===== config.mk =====
export PLATFORM = sky130hd
export DESIGN_NAME = alu_seq_ctrl_flat
export DESIGN_NICKNAME = d
export VERILOG_FILES = /design/src/rtl/alu_seq_pkg.sv /design/src/rtl/alu_seq_ctrl_if.sv /design/src/rtl/alu_seq_regfile.sv /design/src/rtl/alu_seq_ctrl.sv /design/src/flat_wrapper.sv
export SDC_FILE = /design/constraint.sdc
export NUM_CORES = 1
export LEC_CHECK = 0
export BUFFER_PORTS_ARGS = -buffer_cell sky130_fd_sc_hd__buf_2
export CAP_MARGIN = 20
export CORE_ASPECT_RATIO = 1.1
export CORE_MARGIN = 2
export CORE_UTILIZATION = 41
export CTS_CLUSTER_SIZE = 12
export DETAILED_ROUTE_END_ITERATION = 8
export GPL_ROUTABILITY_DRIVEN = 1
export PLACE_DENSITY_LB_ADDON = 0.12
export SLEW_MARGIN = 20
export SYNTH_ARGS = -nofsm -noshare
export SYNTH_HDL_FRONTEND = slang
export SYNTH_SLANG_ARGS = --single-unit
export TNS_END_PERCENT = 50

===== constraint.sdc =====
create_clock -name clk -period 4.51 [get_ports clk]
set_input_delay 0.2255 -clock clk [delete_from_list [all_inputs] [get_ports clk]]
set_output_delay 0.2255 -clock clk [all_outputs]
set_load 0.05 [all_outputs]

===== src/rtl/alu_seq_pkg.sv =====
// Shared types and constants for the ALU sequencing controller.
// Optional debug read port is enabled by defining ALU_SEQ_DBG_EN.
package alu_seq_pkg;

  localparam int DATA_W = 16;
  localparam int NREGS  = 4;
  localparam int IDX_W  = 2;

  typedef logic [2:0] opc_t;

  localparam opc_t OPC_NEG  = 3'b000;
  localparam opc_t OPC_INC  = 3'b001;
  localparam opc_t OPC_ADD  = 3'b010;
  localparam opc_t OPC_ADDH = 3'b011;
  localparam opc_t OPC_AND  = 3'b100;
  localparam opc_t OPC_OR   = 3'b101;
  localparam opc_t OPC_CAT  = 3'b110;
  localparam opc_t OPC_LDI  = 3'b111;

  typedef enum logic [1:0] {
    IDLE,
    EXEC,
    WB
  } state_t;

  typedef struct packed {
    logic [DATA_W-1:0] val;
    logic              z;
    logic              n;
  } res_t;

  function automatic res_t ldi_result(
    input logic [DATA_W-1:0] imm
  );
    res_t r;
    r.val = imm;
    r.z   = (imm == '0);
    r.n   = imm[DATA_W-1];
    return r;
  endfunction

endpackage


===== src/rtl/alu_seq_ctrl_if.sv =====
// Instruction valid/ready handshake into the sequencing controller.
// Debug read port (ALU_SEQ_DBG_EN) is not carried here.
interface alu_seq_ctrl_if;
  import alu_seq_pkg::*;

  logic              in_valid;
  logic              in_ready;
  opc_t              in_opc;
  logic [IDX_W-1:0]  in_dst;
  logic [IDX_W-1:0]  in_srca;
  logic [IDX_W-1:0]  in_srcb;
  logic              in_cin;
  logic [DATA_W-1:0] in_imm;

  modport master (
    output in_valid,
    output in_opc,
    output in_dst,
    output in_srca,
    output in_srcb,
    output in_cin,
    output in_imm,
    input  in_ready
  );

  modport slave (
    input  in_valid,
    input  in_opc,
    input  in_dst,
    input  in_srca,
    input  in_srcb,
    input  in_cin,
    input  in_imm,
    output in_ready
  );

endinterface


===== src/rtl/alu_seq_regfile.sv =====
// Register file: two async reads, one sync write, zeroed on reset.
// ALU_SEQ_DBG_EN adds a third combinational read port.
module alu_seq_regfile
  import alu_seq_pkg::*;
#(
  parameter int REGS = NREGS,
  parameter int W    = DATA_W,
  parameter int AW   = $clog2(REGS)
) (
  input  logic          clk,
  input  logic          rst_n,
  input  logic [AW-1:0] ra_addr,
  output logic [W-1:0]  ra_data,
  input  logic [AW-1:0] rb_addr,
  output logic [W-1:0]  rb_data,
  input  logic          we,
  input  logic [AW-1:0] wa,
  input  logic [W-1:0]  wd
`ifdef ALU_SEQ_DBG_EN
  ,
  input  logic [AW-1:0] dbg_addr,
  output logic [W-1:0]  dbg_data
`endif
);

  logic [W-1:0] mem [REGS];

  always_ff @(posedge clk or negedge rst_n) begin
    if (!rst_n) begin
      for (int i = 0; i < REGS; i++) begin
        mem[i] <= '0;
      end
    end else if (we) begin
      mem[wa] <= wd;
    end
  end

  assign ra_data = mem[ra_addr];
  assign rb_data = mem[rb_addr];

`ifdef ALU_SEQ_DBG_EN
  assign dbg_data = mem[dbg_addr];
`endif

endmodule


===== src/rtl/alu_seq_ctrl.sv =====
// Sequencer around the 16-bit ALU: IDLE -> EXEC -> WB, one op per 3 cycles.
// ALU_SEQ_DBG_EN exposes dbg_addr/dbg_data as an extra RF read port.
module alu_seq_ctrl
  import alu_seq_pkg::*;
#(
  parameter int REGS = NREGS,
  parameter int W    = DATA_W
) (
  input  logic             clk,
  input  logic             rst_n,
  alu_seq_ctrl_if.slave    instr,
  output logic [W-1:0]     alu_a,
  output logic [W-1:0]     alu_b,
  output logic             alu_c,
  output opc_t             alu_opc,
  input  logic [W-1:0]     alu_w,
  input  logic             alu_zer,
  input  logic             alu_neg,
  output logic             done,
  output logic             flag_z,
  output logic             flag_n
`ifdef ALU_SEQ_DBG_EN
  ,
  input  logic [IDX_W-1:0] dbg_addr,
  output logic [W-1:0]     dbg_data
`endif
);

  state_t           state;
  logic [IDX_W-1:0] dst_q;
  logic [W-1:0]     imm_q;
  logic [W-1:0]     res_q;
  logic             res_z;
  logic             res_n;
  logic [W-1:0]     rd_a;
  logic [W-1:0]     rd_b;
  logic             accept;
  res_t             ldi;

  assign instr.in_ready = (state == IDLE);
  assign accept = instr.in_valid && instr.in_ready;
  assign ldi = ldi_result(imm_q);

  alu_seq_regfile #(
    .REGS (REGS),
    .W    (W),
    .AW   (IDX_W)
  ) u_rf (
    .clk      (clk),
    .rst_n    (rst_n),
    .ra_addr  (instr.in_srca),
    .ra_data  (rd_a),
    .rb_addr  (instr.in_srcb),
    .rb_data  (rd_b),
    .we       (state == WB),
    .wa       (dst_q),
    .wd       (res_q)
`ifdef ALU_SEQ_DBG_EN
    ,
    .dbg_addr (dbg_addr),
    .dbg_data (dbg_data)
`endif
  );

  always_ff @(posedge clk or negedge rst_n) begin
    if (!rst_n) begin
      state   <= IDLE;
      dst_q   <= '0;
      imm_q   <= '0;
      res_q   <= '0;
      res_z   <= 1'b0;
      res_n   <= 1'b0;
      alu_a   <= '0;
      alu_b   <= '0;
      alu_c   <= 1'b0;
      alu_opc <= OPC_LDI;
      done    <= 1'b0;
      flag_z  <= 1'b0;
      flag_n  <= 1'b0;
    end else begin
      done <= 1'b0;
      unique case (state)
        IDLE: begin
          if (accept) begin
            dst_q   <= instr.in_dst;
            imm_q   <= instr.in_imm;
            alu_a   <= rd_a;
            alu_b   <= rd_b;
            alu_c   <= instr.in_cin;
            alu_opc <= instr.in_opc;
            state   <= EXEC;
          end
        end
        EXEC: begin
          // LDI bypasses the ALU, which drives 0 for this opcode
          if (alu_opc == OPC_LDI) begin
            res_q <= ldi.val;
            res_z <= ldi.z;
            res_n <= ldi.n;
          end else begin
            res_q <= alu_w;
            res_z <= alu_zer;
            res_n <= alu_neg;
          end
          alu_opc <= OPC_LDI;
          done    <= 1'b1;
          state   <= WB;
        end
        WB: begin
          flag_z <= res_z;
          flag_n <= res_n;
          state  <= IDLE;
        end
        default: state <= IDLE;
      endcase
    end
  end

endmodule


===== src/flat_wrapper.sv =====
// flat-port wrapper written by rule: the top's interface ports become plain ports
module alu_seq_ctrl_flat import alu_seq_pkg::*;
#(
  parameter int REGS = NREGS,
  parameter int W    = DATA_W
)
  (clk, rst_n, alu_a, alu_b, alu_c, alu_opc, alu_w, alu_zer, alu_neg, done, flag_z, flag_n, instr_in_valid, instr_in_opc, instr_in_dst, instr_in_srca, instr_in_srcb, instr_in_cin, instr_in_imm, instr_in_ready);
  alu_seq_ctrl_if instr_i ();
  input  logic clk;
  input  logic rst_n;
  output logic [W-1:0] alu_a;
  output logic [W-1:0] alu_b;
  output logic alu_c;
  output opc_t alu_opc;
  input  logic [W-1:0] alu_w;
  input  logic alu_zer;
  input  logic alu_neg;
  output logic done;
  output logic flag_z;
  output logic flag_n;
  input wire logic [$bits(instr_i.in_valid)-1:0] instr_in_valid;
  input wire logic [$bits(instr_i.in_opc)-1:0] instr_in_opc;
  input wire logic [$bits(instr_i.in_dst)-1:0] instr_in_dst;
  input wire logic [$bits(instr_i.in_srca)-1:0] instr_in_srca;
  input wire logic [$bits(instr_i.in_srcb)-1:0] instr_in_srcb;
  input wire logic [$bits(instr_i.in_cin)-1:0] instr_in_cin;
  input wire logic [$bits(instr_i.in_imm)-1:0] instr_in_imm;
  output wire logic [$bits(instr_i.in_ready)-1:0] instr_in_ready;
  assign instr_i.in_valid = instr_in_valid;
  assign instr_i.in_opc = instr_in_opc;
  assign instr_i.in_dst = instr_in_dst;
  assign instr_i.in_srca = instr_in_srca;
  assign instr_i.in_srcb = instr_in_srcb;
  assign instr_i.in_cin = instr_in_cin;
  assign instr_i.in_imm = instr_in_imm;
  assign instr_in_ready = instr_i.in_ready;
  alu_seq_ctrl #(.REGS(REGS), .W(W)) u_core (.clk(clk), .rst_n(rst_n), .instr(instr_i), .alu_a(alu_a), .alu_b(alu_b), .alu_c(alu_c), .alu_opc(alu_opc), .alu_w(alu_w), .alu_zer(alu_zer), .alu_neg(alu_neg), .done(done), .flag_z(flag_z), .flag_n(flag_n));
endmodule

==> results.cfg <==
[outcome]
outcome = finished clean

[critical_path]
crit_required_ns = 4.81
cpLargestDelayFamily = simple AND/OR/NAND/NOR gates
end_kind = flop
crit_chain = nor2b_4, and3b_1, mux2_2
max_stage_delay_ns = 0.86
reg2reg_depth = 3
path_class = flop to flop
cp-start-kind = flop
path_buf_inv = 0
r2r_end = u_core.u_rf.mem[36]
ff2ff_setup_slack_ns = 2.41
r2r-start = u_core.state[1]
slowest_stage = and3b_1
worstPathMaxFanout = 16
arrival_ns = 2.39

[yosys]
syn_nets = 443
ys_seq_elements = 141
yosysUniqueCellTypes = 28
ys_seq_area_share_pct = 56.8
synth_warnings = 0
netlist_area_um2 = 6210
syn_inst = 396
avgSynthCellArea_um2 = 15.7

[power_and_ir_drop]
combPwrFrac_pct = 31.5
p_per_area_nw_per_um2 = 711
p_leak_uw = 0.00343
swShare_pct = 34.4
internal_power_uw = 3470
ir_drop_mv = 0.345
switchingPower_uw = 1820
clkPwrFrac_pct = 27.4
seqPwrFrac_pct = 41.1

[layout]
layout-drive-gt1-share_pct = 56.4
final_core_util_pct = 49.7
finalInstanceArea_um2 = 7430
final_net_count = 527
area_growth_pct = 19.5
final_common_cell = dfrtp_1
antennaDiodeCount = 0
mostFrequentLayoutCells = 138 x dfrtp_1, 117 x mux2_2, 85 x buf_2, 32 x mux4_2

[sta]
rsz0062_at_grt = false
setup_tns_ns = 0
final-hold-violation-count = 0
setup_viol_count_final = 0
drv_slew = 0
worstMarginPinSlew_ns = 1.02
fmax_ghz = 0.477
clock-skew-final_ns = 0.00614
finalCriticalPeriod_ns = 2.10
slew_headroom_pct = 32.3
post-route-period-util_pct = 46.5

[clocking]
clk_pin_slew_ns = 0.06
clk_latency_ns = 0.42
cts.path.max_buffers = 2
postCtsSetupBuffers = 0
clock_sinks = 141
hold_buffers = 1
cts_buffers = 17
htreeDepth = 4
cts-root-buf = clkbuf_16
post_cts_resized = 0
cts_tree = done

[floorplanning]
row_count = 47
fp.dieH_um = 133
initial_core_util_pct = 41.6
die-area_um2 = 16200
die_w_um = 121
io_pins = 87
coreArea_um2 = 14900

[min_path]
min_from = instr_in_opc[0]
worst_hold_path.num_cells = 3
worstHoldEndpoint = u_core.alu_opc[0]
hp-class = input port to flop

[placed_design]
dp_hpwl_um = 8670
place_congestion = 0.718
portBuffers = 86
dpl_cell_area_um2 = 6790

[grt]
grt_max_degree = 103
grt_overflow_total = 0
grt_usage_pct = 17.7
first_global_vias = 3953
grt_pass1_wl_um = 21500
antenna_found_initial = 0

[detailed_routing]
drt_iter0_drc = 146
ant_nets = 0
vias = 3597
first_pass_iters = 4
drc_errors = 0
wl_per_cell_um = 19.0
wl_um = 13100
post_drt_via_cell_ratio = 5.22

[job]
cap_violations = 0
[kinds of logic after synthesis]
group,count (synthesis),synth area share (%)
multiplexers,164,35.2
flip-flops,141,56.8
AND/OR/NAND/NOR,39,3.58
buffers and inverters,28,2.36
AO/OA/AOI/OAI,24,2.01
[worst max path at each step]
stage | startpoint | end | slack [ns] | cells past startpoint
final | u_core.state[1] | u_core.u_rf.mem[36] | 2.41 | 3
after global routing | u_core.state[1] | u_core.u_rf.mem[36] | 2.30 | 3
after detailed placement | u_core.alu_opc[2] | u_core.res_q[6] | 2.38 | 3
after global placement | u_core.alu_opc[2] | u_core.res_q[6] | 2.37 | 3
after floorplan | u_core.state[0] | u_core.u_rf.mem[53] | 2.94 | 4
after CTS | u_core.alu_opc[2] | u_core.res_q[6] | 2.36 | 3
[cells in the mapped netlist, drive strengths merged]
| master | count | share of area (%) |
|---|---|---|
| a21oi | 2 | 0.16 |
| a22oi | 1 | 0.12 |
| and3b | 3 | 0.42 |
| and4 | 1 | 0.14 |
| buf | 20 | 1.8 |
| clkbuf | 6 | 0.40 |
| dfrtp | 138 | 56 |
| dfstp | 3 | 1.3 |
| inv | 2 | 0.12 |
| mux2 | 117 | 21 |
| mux2i | 15 | 2.4 |
| mux4 | 32 | 12 |
| nand2 | 20 | 1.2 |
| nand2b | 1 | 0.10 |
| nand3 | 2 | 0.24 |
| nand4 | 1 | 0.10 |
| nor2 | 4 | 0.24 |
| nor2b | 1 | 0.22 |
| nor3b | 2 | 0.50 |
| nor4 | 4 | 0.40 |
| o21ai | 20 | 1.6 |
| o31ai | 1 | 0.12 |
[power by group through the flow]
stage	Clock, µW	Sequential [µW]	Combinational (µW)
after CTS	1480	2180	1690
after detailed placement	0	2200	1680
after floorplan	0	2580	833
after global placement	0	2160	1660
final	1450	2170	1660
after global routing	1540	2250	1780
[per-stage QoR]
step	power, µW	cells	worst slack [ns]	hold WS, ns
after global placement	3820	656	2.37	0.395
after global routing	5580	689	2.30	0.0221
after detailed placement	3880	656	2.38	0.410
final	5280	689	2.41	0.0210
after CTS	5340	689	2.36	0.00559
after floorplan	3420	396	2.94	-0.0701
[tightest hold or removal path, cell delays in order]
cell and delay, ns:
buf_2 0.07, nand2_1 0.04, o21ai_0 0.06
[state kept, by name (all words and copies together) (netlist names), 2 cells and up]
signal	count
u_core.alu_a	16
u_core.alu_b	16
u_core.alu_opc	3
u_core.dst_q	2
u_core.imm_q	16
u_core.res_q	16
u_core.state	2
u_core.u_rf.mem	64
[layer usage]
| layer | track usage (%) | share of wire, % | up-vias | wire [µm] |
|---|---|---|---|---|
| li1 | - | - | 1630 | - |
| met1 | 23.3 | 44 | 1880 | 5740 |
| met2 | 28.7 | 51 | 72 | 6710 |
| met3 | 4.79 | 3.6 | 15 | 471 |
| met4 | 5.68 | 1.4 | 0 | 181 |
| met5 | 0 | 0 | - | 0 |
[area by class of cell]
class                           count  area [µm²]
Timing Repair Buffer               91         477
Sequential cell                   141        3530
Fill cell                        1311        7510
Inverter                            2        7.51
Tap cell                          196         245
Clock buffer                       22         484
Clock inverter                     10         136
Multi-Input combinational cell    227        2550
Note: power is estimated with default switching activity, not from simulation.
